--- src/rtl/lc3_control_unit.sv ---
// LC-3 control sequencer: fetch/decode/execute FSM driving the datapath's loads, gates and mux selects.
// Outputs are registered from the next state, so they behave as Moore outputs of the current state.
module lc3_control_unit #(
    parameter int unsigned MEM_WAIT = 2
) (
    input  logic        Clk,
    input  logic        Reset_n,
    input  logic        Run,
    input  logic        Continue,
    input  logic [15:0] IR,
    input  logic        BEN,
    output logic        LD_MAR,
    output logic        LD_MDR,
    output logic        LD_IR,
    output logic        LD_BEN,
    output logic        LD_CC,
    output logic        LD_REG,
    output logic        LD_PC,
    output logic        LD_LED,
    output logic        GatePC,
    output logic        GateMDR,
    output logic        GateALU,
    output logic        GateMARMUX,
    output logic [1:0]  PCMUX,
    output logic [1:0]  ADDR2MUX,
    output logic        ADDR1MUX,
    output logic        SR1MUX,
    output logic        SR2MUX,
    output logic        DRMUX,
    output logic        MARMUX,
    output logic [1:0]  ALUK,
    output logic        MIO_EN,
    output logic        Mem_OE,
    output logic        Mem_WE,
    output logic [4:0]  State
);

    localparam int unsigned CNT_W = (MEM_WAIT > 0) ? $clog2(MEM_WAIT + 1) : 1;
    localparam logic [CNT_W-1:0] CNT_LAST = CNT_W'(MEM_WAIT);

    // Debug codes follow the LC-3 state numbers where they fit in 5 bits; HALTED is 0.
    typedef enum logic [4:0] {
        S_HALTED = 5'd0,
        S_01     = 5'd1,
        S_04     = 5'd4,
        S_05     = 5'd5,
        S_06     = 5'd6,
        S_07     = 5'd7,
        S_09     = 5'd9,
        S_12     = 5'd12,
        S_13     = 5'd13,
        S_13B    = 5'd14,
        S_16     = 5'd16,
        S_18     = 5'd18,
        S_21     = 5'd21,
        S_22     = 5'd22,
        S_23     = 5'd23,
        S_00     = 5'd24,
        S_25     = 5'd25,
        S_27     = 5'd27,
        S_32     = 5'd29,
        S_33     = 5'd30,
        S_35     = 5'd31
    } state_e;

    typedef struct packed {
        logic       ld_mar;
        logic       ld_mdr;
        logic       ld_ir;
        logic       ld_ben;
        logic       ld_cc;
        logic       ld_reg;
        logic       ld_pc;
        logic       ld_led;
        logic       gate_pc;
        logic       gate_mdr;
        logic       gate_alu;
        logic       gate_marmux;
        logic [1:0] pcmux;
        logic [1:0] addr2mux;
        logic       addr1mux;
        logic       sr1mux;
        logic       sr2mux;
        logic       drmux;
        logic       marmux;
        logic [1:0] aluk;
        logic       mio_en;
        logic       mem_oe;
        logic       mem_we;
    } ctl_t;

    state_e           state_q, state_d;
    logic [CNT_W-1:0] cnt_q, cnt_d;
    ctl_t             ctl_q, ctl_d;
    logic             mem_last;
    logic             mem_state;
    logic             unused_ir;

    assign mem_last  = (cnt_q == CNT_LAST);
    assign mem_state = (state_q == S_33) || (state_q == S_25) || (state_q == S_16);
    assign unused_ir = ^{IR[11:6], IR[4:0]};

    // Next-state selection
    always_comb begin
        state_d = state_q;
        case (state_q)
            S_HALTED: if (Run) state_d = S_18;
            S_18:     state_d = S_33;
            S_33:     if (mem_last) state_d = S_35;
            S_35:     state_d = S_32;
            S_32: begin
                case (IR[15:12])
                    4'b0001: state_d = S_01;
                    4'b0101: state_d = S_05;
                    4'b1001: state_d = S_09;
                    4'b0000: state_d = S_00;
                    4'b1100: state_d = S_12;
                    4'b0100: state_d = S_04;
                    4'b0110: state_d = S_06;
                    4'b0111: state_d = S_07;
                    4'b1101: state_d = S_13;
                    default: state_d = S_18;
                endcase
            end
            S_01, S_05, S_09, S_22, S_12, S_21, S_27: state_d = S_18;
            S_00:     state_d = BEN ? S_22 : S_18;
            S_04:     state_d = S_21;
            S_06:     state_d = S_25;
            S_25:     if (mem_last) state_d = S_27;
            S_07:     state_d = S_23;
            S_23:     state_d = S_16;
            S_16:     if (mem_last) state_d = S_18;
            S_13:     if (Continue) state_d = S_13B;
            S_13B:    if (!Continue) state_d = S_18;
            default:  state_d = S_HALTED;
        endcase
    end

    // Wait counter restarts on every entry into a memory state and saturates at MEM_WAIT
    always_comb begin
        cnt_d = '0;
        if (mem_state && (state_d == state_q)) begin
            cnt_d = mem_last ? cnt_q : cnt_q + CNT_W'(1);
        end
    end

    // Control word for the state being entered
    always_comb begin
        ctl_d = '0;
        case (state_d)
            S_18: begin
                ctl_d.gate_pc = 1'b1;
                ctl_d.ld_mar  = 1'b1;
                ctl_d.ld_pc   = 1'b1;
            end
            S_33, S_25: begin
                ctl_d.mio_en = 1'b1;
                ctl_d.mem_oe = 1'b1;
                ctl_d.ld_mdr = (cnt_d == CNT_LAST);
            end
            S_35: begin
                ctl_d.gate_mdr = 1'b1;
                ctl_d.ld_ir    = 1'b1;
            end
            S_32: ctl_d.ld_ben = 1'b1;
            S_01, S_05, S_09: begin
                ctl_d.sr1mux   = 1'b1;
                ctl_d.gate_alu = 1'b1;
                ctl_d.ld_reg   = 1'b1;
                ctl_d.ld_cc    = 1'b1;
                ctl_d.sr2mux   = (state_d == S_09) ? 1'b0 : IR[5];
                ctl_d.aluk     = (state_d == S_01) ? 2'b00 :
                                 (state_d == S_05) ? 2'b01 : 2'b10;
            end
            S_22: begin
                ctl_d.addr2mux = 2'b10;
                ctl_d.pcmux    = 2'b10;
                ctl_d.ld_pc    = 1'b1;
            end
            S_12: begin
                ctl_d.sr1mux   = 1'b1;
                ctl_d.aluk     = 2'b11;
                ctl_d.gate_alu = 1'b1;
                ctl_d.pcmux    = 2'b01;
                ctl_d.ld_pc    = 1'b1;
            end
            S_04: begin
                ctl_d.gate_pc = 1'b1;
                ctl_d.drmux   = 1'b1;
                ctl_d.ld_reg  = 1'b1;
            end
            S_21: begin
                ctl_d.addr2mux = 2'b11;
                ctl_d.pcmux    = 2'b10;
                ctl_d.ld_pc    = 1'b1;
            end
            S_06, S_07: begin
                ctl_d.sr1mux      = 1'b1;
                ctl_d.addr1mux    = 1'b1;
                ctl_d.addr2mux    = 2'b01;
                ctl_d.gate_marmux = 1'b1;
                ctl_d.ld_mar      = 1'b1;
            end
            S_27: begin
                ctl_d.gate_mdr = 1'b1;
                ctl_d.ld_reg   = 1'b1;
                ctl_d.ld_cc    = 1'b1;
            end
            S_23: begin
                ctl_d.aluk     = 2'b11;
                ctl_d.gate_alu = 1'b1;
                ctl_d.ld_mdr   = 1'b1;
            end
            S_16: ctl_d.mem_we = 1'b1;
            S_13: ctl_d.ld_led = (state_q != S_13);
            default: ctl_d = '0;
        endcase
    end

    always_ff @(posedge Clk or negedge Reset_n) begin
        if (!Reset_n) begin
            state_q <= S_HALTED;
            cnt_q   <= '0;
            ctl_q   <= '0;
        end else begin
            state_q <= state_d;
            cnt_q   <= cnt_d;
            ctl_q   <= ctl_d;
        end
    end

    assign LD_MAR     = ctl_q.ld_mar;
    assign LD_MDR     = ctl_q.ld_mdr;
    assign LD_IR      = ctl_q.ld_ir;
    assign LD_BEN     = ctl_q.ld_ben;
    assign LD_CC      = ctl_q.ld_cc;
    assign LD_REG     = ctl_q.ld_reg;
    assign LD_PC      = ctl_q.ld_pc;
    assign LD_LED     = ctl_q.ld_led;
    assign GatePC     = ctl_q.gate_pc;
    assign GateMDR    = ctl_q.gate_mdr;
    assign GateALU    = ctl_q.gate_alu;
    assign GateMARMUX = ctl_q.gate_marmux;
    assign PCMUX      = ctl_q.pcmux;
    assign ADDR2MUX   = ctl_q.addr2mux;
    assign ADDR1MUX   = ctl_q.addr1mux;
    assign SR1MUX     = ctl_q.sr1mux;
    assign SR2MUX     = ctl_q.sr2mux;
    assign DRMUX      = ctl_q.drmux;
    assign MARMUX     = ctl_q.marmux;
    assign ALUK       = ctl_q.aluk;
    assign MIO_EN     = ctl_q.mio_en;
    assign Mem_OE     = ctl_q.mem_oe;
    assign Mem_WE     = ctl_q.mem_we;
    assign State      = state_q;

endmodule

--- config.mk ---
export PLATFORM = sky130hd
export DESIGN_NAME = lc3_control_unit
export DESIGN_NICKNAME = d
export VERILOG_FILES = /design/src/rtl/lc3_control_unit.sv
export SDC_FILE = /design/constraint.sdc
export NUM_CORES = 1
export LEC_CHECK = 0
export CORE_AREA = 4 4 63 65
export CTS_BUF_LIST = sky130_fd_sc_hd__clkbuf_8
export DETAILED_ROUTE_END_ITERATION = 7
export DIE_AREA = 0 0 67 69
export HOLD_SLACK_MARGIN = 0.1
export PLACE_DENSITY = 0.83
export SYNTH_ARGS = -nofsm -noshare
export SYNTH_HDL_FRONTEND = slang
export SYNTH_SLANG_ARGS = --single-unit
export TNS_END_PERCENT = 50
--- constraint.sdc ---
create_clock -name Clk -period 6.3 [get_ports Clk]
set_input_delay 0.945 -clock Clk [delete_from_list [all_inputs] [get_ports Clk]]
set_output_delay 0.945 -clock Clk [all_outputs]
set_load 0.01 [all_outputs]
==> results.md <==
* Worst-skew pair later-pin latency at 0.29 ns
* Vias in the first global route at 1394
* Least-Margin Pin Slew at 0.775 ns
* # IOs at 52
* CTS tree: yes
* Critical Path End Type: flop
* Post-synthesis cell area at 0.00175 sq mm
* Yosys reg bits at 30
* Wire per inst at 15.5 microns
* Vias at 1517
* Die width at 67 microns
* Worst path slowest cell: or4_1
* Nets at 245
* Chip height at 69 microns
* Arrival @ worst endpoint at 3.20 ns
* Hold EP: LD_MDR$_DFF_PN0_
* Logic pwr share at 0.501
* Setup Crit Path Kind: in2reg
* Synth cell types at 52
* CTS root buf: clkbuf_8
* Max Cap Viol at 0
* Area Overhead vs Synth at 25.3%
* First-pass GRT wire length at 6.91 mm
* Die area at 0.00462 sq mm
* Initial Util at 0.524
* Setup TNS at 0 ns
* Mapped Avg Cell Area at 9.06 sq um
* Ant. Diodes at 0
* Setup Skew at 0.00669 ns
* Core Box Area at 0.00334 sq mm
* Register Area at 751 sq um
* Post-route cell area at 0.00219 sq mm
* Relative slew slack at 0.484
* PostCTS Resize Cnt at 0
* Post-CTS setup buffer count at 0
* Placed wire-length estimate at 2.77 mm
* Clock sink total at 30
* Net Sw Power at 440 uW
* Worst path cell trace: clkdlybuf4s50_1 -> nor2_1 -> a21oi_1 -> o22ai_1 -> or4_1 -> or2_1 -> o31ai_2
* RR Endpoint: ALUK[1]$_DFF_PN0_
* Mapped Nets at 216
* Cell count of the worst hold path at 3
* Fin crit period at 3.01 ns
* RSZ-0062 raised after global routing: false
* Via density at 5.64
* I/O Buffers at 39
* Antenna-violating nets left at 0
* Drt pass-1 iters at 4
* Clock group share of total power at 0.168
* Achievable Freq at 0.332 GHz
* Fin. max-slew vios at 0
* CTS clk-pin slew, worst paths at 0.07 ns
* Final period util at 0.478
* PD cells at 447 mW/mm^2
* DRT iter0 DRCs at 94
* Syn. warnings at 0
* Startpoint types: input port
* Asr flop ratio synth at 1.00
* Cell Rows at 21
* GRT Util Overall at 0.197
* Pint at 539 uW
* Layout Cells excl Fill at 269
* Sw Ratio at 0.449
* Critical path peak fanout at 10
* Residual DRC count at 0
* Final WL at 4.17 mm
* Reg2Reg Setup Slack at 3.40 ns
* Multi-input logic area at 841 sq um
* CTS buffer count at 5
* Initial antenna violation count at 0
* Largest net degree at the start of global routing at 31
* Placed Area at 0.00210 sq mm
* Maximum vdd drop at 0.371 mV
* Worst hold path type: reg2reg
* Reg2reg start: State[3]$_DFF_PN0_
* Outcome: complete, no violations
* LEAKAGE at 0.914 nW
* Hold path start: cnt_q[1]$_DFF_PN0_
* Total gr overflow at 0
* Worst EP required at 6.50 ns
* Part of the power in registers at 0.330
* Hold buffer count at cts at 0
* Syn Inst Count at 193
* Layout cells sized above 1 at 0.0852
* Routability cong. at 0.865
* EDFF count, synth at 0
* Ys flop type: dfrtp_1
* Layout fillers at 273
* Worst path max stage delay at 0.72 ns
* Final hold vios at 0
* Final setup violation count at 0
* Maximum buffer depth of the clock tree at 2
* DP Cell Count at 261
* Cells on worst reg2reg path at 6
* CTS HTree Levels at 2
* Seq/Total Area, Yosys at 0.429
==> area by class of cell <==
| class | count | area share |
|---|---|---|
| Timing Repair Buffer | 41 | 0.185 |
| Clock buffer | 6 | 0.0377 |
| Inverter | 11 | 0.0188 |
| Tap cell | 46 | 0.0263 |
| Multi-Input combinational cell | 133 | 0.384 |
| Clock inverter | 2 | 0.00571 |
| Sequential cell | 30 | 0.343 |
==> per-stage QoR <==
stage               setup WS (ns)  hold slack, ns  power [mW]   util
floorplan                    3.72           0.649       0.684      -
global placement             3.02           0.706       0.803  0.628
detailed placement           3.00           0.719       0.810  0.628
CTS                          3.30           0.735       0.977  0.657
global route                 3.14           0.801        1.05  0.657
finish                       3.29           0.740       0.979  0.657
==> logic make-up after synthesis <==
| family | synth area share |
|---|---|
| AO/OA/AOI/OAI | 0.189 |
| flip-flops | 0.429 |
| buffers and inverters | 0.0901 |
| AND/OR/NAND/NOR | 0.240 |
| multiplexers | 0.00572 |
| XOR/XNOR | 0.0300 |
| adder cells (fa/ha/maj) | 0.0143 |
| other | 0.00214 |
==> Yosys cell counts (2+ instances only) <==
library cell   n  area share
a21oi_1       11       0.031
a31oi_1        2      0.0072
and2_1         3       0.011
buf_2          6       0.017
buf_4          8       0.034
clkbuf_1       4      0.0086
dfrtp_1       30        0.43
ha_1           2       0.014
inv_1         11       0.024
nand2_1       16       0.034
nand2b_1       7       0.025
nand3_1       11       0.031
nand3b_1       3       0.013
nand4_1        2      0.0072
nor2_1        12       0.026
nor2b_1        4       0.014
nor3_1         7       0.020
o211ai_1       3       0.013
o21a_1         2      0.0086
o21ai_0        3      0.0086
o21ai_1        3      0.0086
o22ai_1        3       0.011
o31ai_1        2      0.0086
o31ai_2        2       0.014
o32ai_1        2       0.010
or3_1          3       0.011
or4_1          2      0.0086
xnor2_1        5       0.025
==> routing by layer <==
metal | up-vias | routed length [microns] | GRT usage
met5 | - | 0 | 0
met4 | 0 | 72 | 0.0743
met3 | 7 | 288 | 0.0666
met2 | 62 | 1950 | 0.277
met1 | 717 | 1860 | 0.278
li1 | 731 | - | -
==> worst max-delay path by stage <==
stage / start / end
3_3_place_gp: IR[14] / ALUK[1]$_DFF_PN0_
4_1_cts: IR[14] / LD_CC$_DFF_PN0_
5_1_grt: IR[14] / LD_CC$_DFF_PN0_
2_1_floorplan: Run / LD_CC$_DFF_PN0_
3_5_place_dp: IR[14] / ALUK[1]$_DFF_PN0_
6_report: IR[14] / ALUK[1]$_DFF_PN0_
==> sequential cells by signal, summed over array words and instances, names as in the netlist <==
register  cells
ADDR1MUX      1
ADDR2MUX      2
ALUK          2
DRMUX         1
GateALU       1
GateMDR       1
GatePC        1
LD_BEN        1
LD_CC         1
LD_IR         1
LD_LED        1
LD_MAR        1
LD_MDR        1
LD_PC         1
LD_REG        1
Mem_OE        1
Mem_WE        1
PCMUX         2
SR1MUX        1
SR2MUX        1
State         5
cnt_q         2
==> power groups by stage <==
stage	registers, mW	logic [mW]	clock network (mW)
2_1_floorplan	0.282	0.402	0
6_report	0.323	0.491	0.165
3_3_place_gp	0.324	0.479	0
3_5_place_dp	0.324	0.486	0
4_1_cts	0.321	0.490	0.167
5_1_grt	0.334	0.540	0.177
==> placed cells by master, fill, tap and decap left out, drive strengths merged, types with 3 or more instances in the layout <==
master	synthesis	layout
nand3	11	11
o22ai	3	3
and2	3	3
o31ai	4	4
o21ai	6	6
nand3b	3	3
or3	3	3
nor3	8	8
o211ai	4	4
a21oi	11	11
xnor2	5	5
inv	11	11
clkbuf	4	6
nand2b	7	7
nand2	16	16
nor2	12	12
clkdlybuf4s50	0	39
dfrtp	30	30
nor2b	5	5
==> critical path: cells and delay by family <==
| kind | cells | cell delay [ns] |
|---|---|---|
| compound gates | 3 | 0.52 |
| buf+inv | 1 | 0.49 |
| simple gates | 3 | 1.23 |
Power figures use the tool's default switching activity.
